`src/rtl/conv_pkg.sv`:
```
// conv_pkg: shared widths, FIFO entry layout and sink FSM state type for the
// convolution output path.
//   PXL_W   - quantized output pixel width
//   ACC_W   - convolution accumulator width
//   ENTRY_W - FIFO entry width: {data[PXL_W-1:0], eol, last}
package conv_pkg;

  localparam int unsigned PXL_W   = 8;
  localparam int unsigned ACC_W   = 16;
  localparam int unsigned ENTRY_W = PXL_W + 2;

  typedef enum logic [1:0] {
    StIdle   = 2'd0,
    StActive = 2'd1,
    StDrain  = 2'd2
  } conv_state_e;

endpackage

```
`src/rtl/sync_fifo.sv`:
```
// sync_fifo: single-clock FIFO with full/empty flags.
// Read data is taken directly from the storage registers (no combinational
// path from the write side), so an entry is visible the cycle after it is
// written. A write while full is accepted only when a read happens in the
// same cycle. DEPTH must be a power of two (pointers wrap naturally).
// Ports:
//   i_clk, i_rst_n       - clock, synchronous active-low reset
//   i_wr_en, i_wr_data   - write request and data
//   i_rd_en              - read request (ignored while empty)
//   o_rd_data            - head entry, forced to 0 while empty
//   o_full, o_empty      - occupancy flags
module sync_fifo #(
  parameter int unsigned WIDTH = 10,
  parameter int unsigned DEPTH = 16
) (
  input  logic             i_clk,
  input  logic             i_rst_n,
  input  logic             i_wr_en,
  input  logic [WIDTH-1:0] i_wr_data,
  input  logic             i_rd_en,
  output logic [WIDTH-1:0] o_rd_data,
  output logic             o_full,
  output logic             o_empty
);

  localparam int unsigned AddrW = (DEPTH > 1) ? $clog2(DEPTH) : 1;

  logic [WIDTH-1:0] r_mem [DEPTH];
  logic [AddrW-1:0] r_wr_ptr;
  logic [AddrW-1:0] r_rd_ptr;
  logic [AddrW:0]   r_count;
  logic             w_wr;
  logic             w_rd;

  assign o_full  = (r_count == (AddrW + 1)'(DEPTH));
  assign o_empty = (r_count == '0);
  assign w_rd    = i_rd_en && !o_empty;
  assign w_wr    = i_wr_en && (!o_full || w_rd);

  assign o_rd_data = o_empty ? '0 : r_mem[r_rd_ptr];

  always_ff @(posedge i_clk) begin
    if (w_wr) begin
      r_mem[r_wr_ptr] <= i_wr_data;
    end
  end

  always_ff @(posedge i_clk) begin
    if (!i_rst_n) begin
      r_wr_ptr <= '0;
      r_rd_ptr <= '0;
      r_count  <= '0;
    end else begin
      if (w_wr) begin
        r_wr_ptr <= r_wr_ptr + AddrW'(1);
      end
      if (w_rd) begin
        r_rd_ptr <= r_rd_ptr + AddrW'(1);
      end
      case ({w_wr, w_rd})
        2'b10:   r_count <= r_count + (AddrW + 1)'(1);
        2'b01:   r_count <= r_count - (AddrW + 1)'(1);
        default: r_count <= r_count;
      endcase
    end
  end

endmodule

```
`src/rtl/conv_out_sink.sv`:
```
// conv_out_sink: quantizes convolution accumulator samples to 8-bit pixels,
// tags each with end-of-row / end-of-frame flags and buffers them in a FIFO
// for a ready/valid consumer. Upstream has no backpressure: samples arriving
// while the FIFO cannot take them are dropped and flagged in a sticky
// overflow bit, but still advance the row/column position.
// Build option: define CONV_SINK_ROUND_EN to round to nearest instead of
// truncating when shifting the accumulator down.
// Ports:
//   clk, reset           - clock, synchronous active-low reset
//   pxl_in, valid        - accumulator sample and its qualifier
//   out_data, out_valid  - quantized pixel stream, out_ready from consumer
//   out_eol, out_last    - last pixel of row / of frame
//   frame_done           - one-cycle pulse once a frame has fully drained
//   overflow             - sticky: a sample was dropped
//   busy                 - a frame is in progress (ACTIVE or DRAIN)
module conv_out_sink
  import conv_pkg::*;
#(
  parameter int unsigned IMG_W = 12,
  parameter int unsigned IMG_H = 12,
  parameter int unsigned SHIFT = 4,
  parameter int unsigned DEPTH = 16
) (
  input  logic             clk,
  input  logic             reset,
  input  logic [ACC_W-1:0] pxl_in,
  input  logic             valid,
  output logic [PXL_W-1:0] out_data,
  output logic             out_valid,
  input  logic             out_ready,
  output logic             out_eol,
  output logic             out_last,
  output logic             frame_done,
  output logic             overflow,
  output logic             busy
);

  localparam int unsigned ColW = (IMG_W > 1) ? $clog2(IMG_W) : 1;
  localparam int unsigned RowW = (IMG_H > 1) ? $clog2(IMG_H) : 1;
  localparam int unsigned SumW = ACC_W + 1;

  conv_state_e        r_state;
  conv_state_e        w_state_next;
  logic [ColW-1:0]    r_col;
  logic [RowW-1:0]    r_row;
  logic               r_overflow;
  logic               r_frame_done;

  logic [SumW-1:0]    w_shifted;
  logic [PXL_W-1:0]   w_quant;
  logic               w_take;
  logic               w_at_eol;
  logic               w_at_last;
  logic               w_rd;
  logic               w_full;
  logic               w_empty;
  logic               w_drop;
  logic [ENTRY_W-1:0] w_wr_entry;
  logic [ENTRY_W-1:0] w_rd_entry;

  // Quantization: shift at full accumulator width (plus a carry bit for the
  // rounding sum), then saturate to the pixel range.
`ifdef CONV_SINK_ROUND_EN
  localparam logic [SumW-1:0] RoundAdd = SumW'((1 << SHIFT) >> 1);
  logic [SumW-1:0] w_sum;
  assign w_sum     = {1'b0, pxl_in} + RoundAdd;
  assign w_shifted = w_sum >> SHIFT;
`else
  assign w_shifted = {1'b0, pxl_in} >> SHIFT;
`endif

  assign w_quant = (w_shifted > SumW'(255)) ? 8'hFF : w_shifted[PXL_W-1:0];

  // Samples are taken (written or dropped) in IDLE and ACTIVE; DRAIN ignores them.
  assign w_take    = valid && (r_state != StDrain);
  assign w_at_eol  = (r_col == ColW'(IMG_W - 1));
  assign w_at_last = w_at_eol && (r_row == RowW'(IMG_H - 1));

  assign w_rd   = out_valid && out_ready;
  assign w_drop = (w_take && w_full && !w_rd) || (valid && (r_state == StDrain));

  assign w_wr_entry = {w_quant, w_at_eol, w_at_last};

  sync_fifo #(
    .WIDTH(ENTRY_W),
    .DEPTH(DEPTH)
  ) u_fifo (
    .i_clk    (clk),
    .i_rst_n  (reset),
    .i_wr_en  (w_take),
    .i_wr_data(w_wr_entry),
    .i_rd_en  (out_ready),
    .o_rd_data(w_rd_entry),
    .o_full   (w_full),
    .o_empty  (w_empty)
  );

  assign {out_data, out_eol, out_last} = w_rd_entry;
  assign out_valid  = !w_empty;
  assign frame_done = r_frame_done;
  assign overflow   = r_overflow;
  assign busy       = (r_state != StIdle);

  // The last sample may itself be dropped, so leaving ACTIVE depends only on
  // position. Once in DRAIN, an empty FIFO means the final entry has either
  // handshaked or was never stored.
  always_comb begin
    w_state_next = r_state;
    unique case (r_state)
      StIdle: begin
        if (valid) begin
          w_state_next = w_at_last ? StDrain : StActive;
        end
      end
      StActive: begin
        if (valid && w_at_last) begin
          w_state_next = StDrain;
        end
      end
      StDrain: begin
        if (w_empty) begin
          w_state_next = StIdle;
        end
      end
      default: w_state_next = StIdle;
    endcase
  end

  always_ff @(posedge clk) begin
    if (!reset) begin
      r_state      <= StIdle;
      r_col        <= '0;
      r_row        <= '0;
      r_overflow   <= 1'b0;
      r_frame_done <= 1'b0;
    end else begin
      r_state      <= w_state_next;
      r_overflow   <= r_overflow || w_drop;
      r_frame_done <= (r_state == StDrain) && w_empty;
      if (w_state_next == StIdle) begin
        r_col <= '0;
        r_row <= '0;
      end else if (w_take) begin
        if (w_at_eol) begin
          r_col <= '0;
          r_row <= w_at_last ? '0 : r_row + RowW'(1);
        end else begin
          r_col <= r_col + ColW'(1);
        end
      end
    end
  end

endmodule

```
`config.mk`:
```
export PLATFORM = sky130hd
export DESIGN_NAME = conv_out_sink
export DESIGN_NICKNAME = d
export VERILOG_FILES = /design/src/rtl/conv_pkg.sv /design/src/rtl/sync_fifo.sv /design/src/rtl/conv_out_sink.sv
export SDC_FILE = /design/constraint.sdc
export NUM_CORES = 1
export LEC_CHECK = 0
export CELL_PAD_IN_SITES_DETAIL_PLACEMENT = 0
export CELL_PAD_IN_SITES_GLOBAL_PLACEMENT = 2
export CORE_ASPECT_RATIO = 0.9
export CORE_MARGIN = 2
export CORE_UTILIZATION = 40
export DETAILED_ROUTE_END_ITERATION = 16
export DONT_BUFFER_PORTS = 1
export MAX_ROUTING_LAYER = met4
export PLACE_DENSITY = 0.73
export SYNTH_ARGS = -nofsm -noshare
export SYNTH_HDL_FRONTEND = slang
export SYNTH_SLANG_ARGS = --single-unit
```
`constraint.sdc`:
```
create_clock -name clk -period 3.1 [get_ports clk]
set_input_delay 0.62 -clock clk [delete_from_list [all_inputs] [get_ports clk]]
set_output_delay 0.62 -clock clk [all_outputs]
set_load 0.02 [all_outputs]
```
==> results.tsv <==
metric	value	unit
initial DRC count	229	
Reg clk slew, reported paths	0.07	ns
Seq/Total Area, Yosys	69.9	%
Worst path slowest cell	nor4_1	
GR Overflow Total	0	
DR pass1 iterations	4	
crit path from	u_fifo.r_count[1]$_SDFFE_PN0P_	
launch point of the worst reg-to-reg path	u_fifo.r_count[1]$_SDFFE_PN0P_	
synthesized net count	482	
type of the worst setup path	reg -> out	
die height	136	um
Cell Chain, Critical Path	nor4_1 > nand2_1 > nand2b_1 > o22ai_1	
Post-CTS Setup Inserts	0	
ANT cells	0	
Worst setup endpoint	out_data[4]	
share of cells above drive strength 1	21.1	%
Post-synth ARST share	0	%
worst skew pair latency	0.43	ns
P_leak	2.77	nW
clk buf depth	2	
Pwr Density	786	nW/um2
yosys warns	0	
Routed WL per cell	21.3	um
status	finished clean	
Period minus WS final	2.91	ns
DR vias	3942	
Top delay family on crit path	simple AND/OR/NAND/NOR gates	
Vias per Instance	5.37	
Final WS setup	0.188	ns
Fillers	1616	
largest net degree at the start of global routing	41	
HP Class	in -> reg	
largest stage delay on the critical path	0.47	ns
nets	500	
# rows	48	
Tcrit/Tclk final	93.9	%
EDFF count, synth	160	
DP HPWL	9.90	mm
number of global-route vias before repair	4069	
cells after synthesis	453	
first-pass GRT wire length	24.0	mm
Power, Total	0.00686	W
# hold bufs at CTS	0	
CP Depth	4	
Synth Flop Type	edfxtp_1	
setup_tns	0	ns
Hold Vio Cnt, Final	0	
maxcap violations	0	
Die W	150	um
CP bufs+invs	0	
CP required	2.48	ns
CP Launch Type	flip-flop	
Initial Utilization	40.5	%
core area	19000	um2
dpl ws	0.471	ns
RSZ-0062 raised after global routing	false	
mapped cell area	7710	um2
CTS Sinks	189	
post-synth cell types	49	
Max H-tree Level	4	
DRC	0	
syn avg cell area	17.0	um2
TritonCTS buffer count	17	
CTS tree	yes	
Crit. End Element	output pin	
fmax	0.343	GHz
initial antenna violation count	0	
commonest non-fill, non-tap cell in the layout	edfxtp_1	
IO Count	34	
Resize count post-CTS	0	
end of the worst register-to-register path	u_fifo.r_count[4]$_SDFFE_PN0P_	
worst-path fanout max	10	
worst reg2reg setup slack	0.45	ns
count of pins over their slew limit	0	
#FFs+latches synth	189	
FF-to-FF path depth	8	
root buffer cell	clkbuf_16	
gpl congestion	0.792	
All-Layer GR Usage	17.0	%
PortBufs	0	
Worst Tran Pin Value	1.09	ns
drt total wl	15.7	mm
Setup Viol. Count Final	0	
Die ar.	20400	um2
Max VDD drop	0.528	mV
Worst Path Arrival	2.29	ns
highest-count cells in the layout ignoring fill and taps	edfxtp_1, mux4_2, nor2_1	
Layout area overhead	13.2	%
Routed Antenna Nets	0	
Slew headroom	27.4	%
Clock Skew	0.0121	ns
[worst min-delay path by stage]
stage | start | end | slack, ns | depth (start not counted)
final | reset | r_state[1]$_SDFF_PN0_ | 0.31 | 1
after global routing | reset | r_state[1]$_SDFF_PN0_ | 0.30 | 1
after CTS | reset | r_state[1]$_SDFF_PN0_ | 0.29 | 1
after detailed placement | r_col[1]$_SDFFE_PP0P_ | r_col[1]$_SDFFE_PP0P_ | 0.47 | 2
after global placement | r_col[1]$_SDFFE_PP0P_ | r_col[1]$_SDFFE_PP0P_ | 0.46 | 2
after floorplan | r_col[1]$_SDFFE_PP0P_ | r_col[1]$_SDFFE_PP0P_ | 0.45 | 2
[synthesized netlist by cell type, drive strengths merged, types with 2 or more instances]
cell | instances | share of area (%)
xor2 | 3 | 0.34
xnor2 | 2 | 0.23
o21ai | 10 | 0.65
clkbuf | 14 | 0.68
o211ai | 2 | 0.19
a31oi | 2 | 0.16
nor2 | 30 | 1.5
ha | 9 | 1.5
mux4 | 40 | 12
nor4 | 3 | 0.24
nor2b | 3 | 0.24
nor3 | 8 | 0.58
nand4 | 2 | 0.16
edfxtp | 160 | 62
o2111a | 2 | 0.29
or3 | 5 | 0.41
buf | 9 | 0.73
nand2b | 14 | 1.1
a21oi | 14 | 0.91
mux2i | 25 | 3.2
dfxtp | 29 | 7.5
o2111ai | 2 | 0.39
o22ai | 10 | 0.81
nand2 | 19 | 0.93
nand3 | 9 | 0.58
and3 | 2 | 0.16
inv | 9 | 0.44
[registers in the layout, indices dropped and copies added, names as in the netlist, 2 cells and up, named ones only]
register	cells
r_col	4
r_row	4
r_state	2
u_fifo.r_count	5
u_fifo.r_mem	160
u_fifo.r_rd_ptr	4
u_fifo.r_wr_ptr	4
[metal layers]
| layer | global-route usage, % | wire length, um |
|---|---|---|
| met4 | 4.40 | 146 |
| met3 | 4.28 | 1340 |
| met2 | 27.2 | 7840 |
| met1 | 21.9 | 6330 |
| met5 | - | 0 |
[per-stage QoR]
step / instance area (um2) / hold WS [ns] / util [%] / instances
after CTS: 8730 / 0.289 / 45.8 / 734
final: 8730 / 0.306 / 45.8 / 734
after global routing: 8730 / 0.300 / 45.8 / 734
after detailed placement: 8100 / 0.473 / 42.6 / 702
after global placement: 8100 / 0.464 / 42.6 / 702
after floorplan: 7710 / 0.453 / - / 453
[cell families (layout without fill, tap and decap cells)]
family	after synthesis	count (layout)	synth area share, %
AOI/OAI and AO/OA	53	53	4.85
xor gates and xnor gates	5	5	0.568
adders and majority gates	9	9	1.46
buffers and inverters	32	63	1.85
DFF	189	189	69.9
muxes	65	65	14.9
and+or+nand+nor	100	100	6.46
[cell type report]
class	instances	area [um2]	area share, %
Clock inverter	14	195	2.24
Sequential cell	189	5390	61.7
Clock buffer	18	429	4.92
Tap cell	250	313	3.58
Timing Repair Buffer	22	190	2.18
Inverter	9	33.8	0.387
Multi-Input combinational cell	232	2180	25.0
[power breakdown]
part	internal [W]	leakage, nW	total, W	switching [W]
combinational	0.000669	0.771	0.00165	0.000985
sequential	0.00281	1.69	0.00291	0.0000981
clock	0.00131	0.308	0.00230	0.000990
Power figures use the tool's default switching activity.
==> edit, RTL diff (same flow settings) <==
Build with the macro `CONV_SINK_ROUND_EN` defined.
--- a/src/rtl/conv_out_sink.sv
+++ b/src/rtl/conv_out_sink.sv
@@ -13,6 +13,8 @@
 //   frame_done           - one-cycle pulse once a frame has fully drained
 //   overflow             - sticky: a sample was dropped
 //   busy                 - a frame is in progress (ACTIVE or DRAIN)
+`define CONV_SINK_ROUND_EN
+
 module conv_out_sink
   import conv_pkg::*;
 #(
Formal check against the unedited RTL: not equivalent (Yosys sat finds a counterexample within 4 cycles, from zero or initial values and one cycle with reset low).
==> edit against the original RTL <==
- combinational power decreased by 6%
- register-to-register slack worse by 30 ps
- design area increased by 1.1%
- worst setup slack gained 68 ps
- sequential cell count is the same
- synthesized cell count grew 3.1%
- wire length down 1.8%
- total power down 6.6%
- first-iteration DRC count is 14% higher
- hold slack better by 13 ps
- count of clock-buffer cells in the layout is the same
- die area up 2.2%
- area after synthesis increased by 2.2%
==> edit: results (changes against the original RTL) <==
Logic synthesis
  – Avg Inst Size Synth: 16.9 um2 (-0.82%)
  – Post-Syn Nets: 499 (+3.5%)
  – Fraction of synthesized cell area in xor and xnor cells: 0.0111 (+0.00543)
  – Netlist cell types: 51 (+4.1%)
  – Sequential area share after synthesis: 0.683 (-0.0153)
  – Synth area leaders: edfxtp_1 61%, mux4_2 11%, dfxtp_1 7.4%, mux2i_1 3.4%, ha_1 1.7%
  – Synth Area in Compound Gates: 0.0460 (-0.00249)
  – Top cells by count, synth: 160 x edfxtp_1, 40 x mux4_2, 29 x dfxtp_1
  – Adder-Cell Fraction of Synth Area: 0.0200 (+0.00540)

Routing
  – DRC Markers: 0 (unchanged)
  – Routed Wire Length: 15.4 mm (-1.8%)
  – Via/cell ratio: 5.41 (+0.73%)
  – Initial drt markers: 262 (+14%)

Finish
  – Fin nets: 519 (+3.8%)
  – Fill count: 1672 (+3.5%)
  – Final std cells w/o fill: 747 (+1.8%)
  – Layout cell share with drive strength beyond 1: 0.199 (-0.0115)

Critical path
  – CP max-delay cell: nor4_4
  – CP peak stage delay: 420 ps (-50 ps)

STA
  – Post-Route Skew: 8.51 ps (-3.54 ps)
  – Slew HR: 0.567 (+0.293)

Placement
  – Inst Count DP: 718 (+2.3%)
  – Post-DP HPWL: 9.67 mm (-2.3%)
  – GPL Wtd Cong: 0.790 (-0.32%)

Global routing
  – Vias in the first global route: 4210 (+3.5%)
  – First-pass GRT wire length: 23.7 mm (-1.1%)
  – All-Layer GR Usage: 0.161 (-0.00961)

Power
  – Peak supply drop: 0.000514 V (-2.7%)
  – P_leak: 2.89 nW (+4.4%)

Clock tree
  – CTS clk-pin slew, worst paths: 60 ps
  – Clock root buffer: clkbuf_16

Status
  – Status: finished, final reports clean
-- edit: cell count changes after synthesis, sizes merged, moves of 4 or more --
cell,delta
and2,+17
clkbuf,-7
xnor2,+4
nor2,-12
nand2,+9
nand2b,-9
-- edit: layer usage --
metal  track usage  wire length [um]  up-vias
li1              -                 -     1879
met1         0.197              6850     2082
met2         0.262              7770       64
met3        0.0355               575       16
met4        0.0675               183        0
met5             -                 0        -
-- edit: area by class of cell --
type / count / area (um2) / share of cell area
Tap cell: 250 / 313 / 0.0355
Clock buffer: 18 / 429 / 0.0487
Sequential cell: 189 / 5390 / 0.611
Clock inverter: 11 / 96.3 / 0.0109
Multi-Input combinational cell: 249 / 2380 / 0.270
Inverter: 12 / 45.0 / 0.00511
Timing Repair Buffer: 18 / 173 / 0.0196
-- edit: per-stage QoR --
step	hold slack [ps]	setup slack, ps	power (mW)	cell area (um2)
3_3_place_gp	475	449	4.47	8290
4_1_cts	301	59.2	6.47	8820
2_1_floorplan	459	403	3.98	7880
5_1_grt	296	182	6.68	8820
6_report	319	256	6.41	8820
3_5_place_dp	481	426	4.50	8290
-- edit: power breakdown --
part | internal [mW] | switching [mW]
sequential | 2.81 | 0.0711
combinational | 0.664 | 0.887
clock | 1.09 | 0.895
total | 4.56 | 1.85
-- edit: path summary, 6_finish.rpt --
| check | from | slack, ps | depth (start not counted) | endpoint |
|---|---|---|---|---|
| worst max register to register | u_fifo.r_count[0] | 420 | 9 | u_fifo.r_count[4] |
| worst max-delay path | u_fifo.r_count[0] | 260 | 6 | out_data[0] |
| worst min-delay path | reset | 320 | 1 | r_state[1] |
| worst min register to register | r_row[1] | 490 | 2 | r_row[1] |
-- edit: repair_timing --
item / in CTS / in global routing
hold buffers: 0 / 0
endpoints found under the setup margin: 0 / 1
resized for setup: 0 / 2
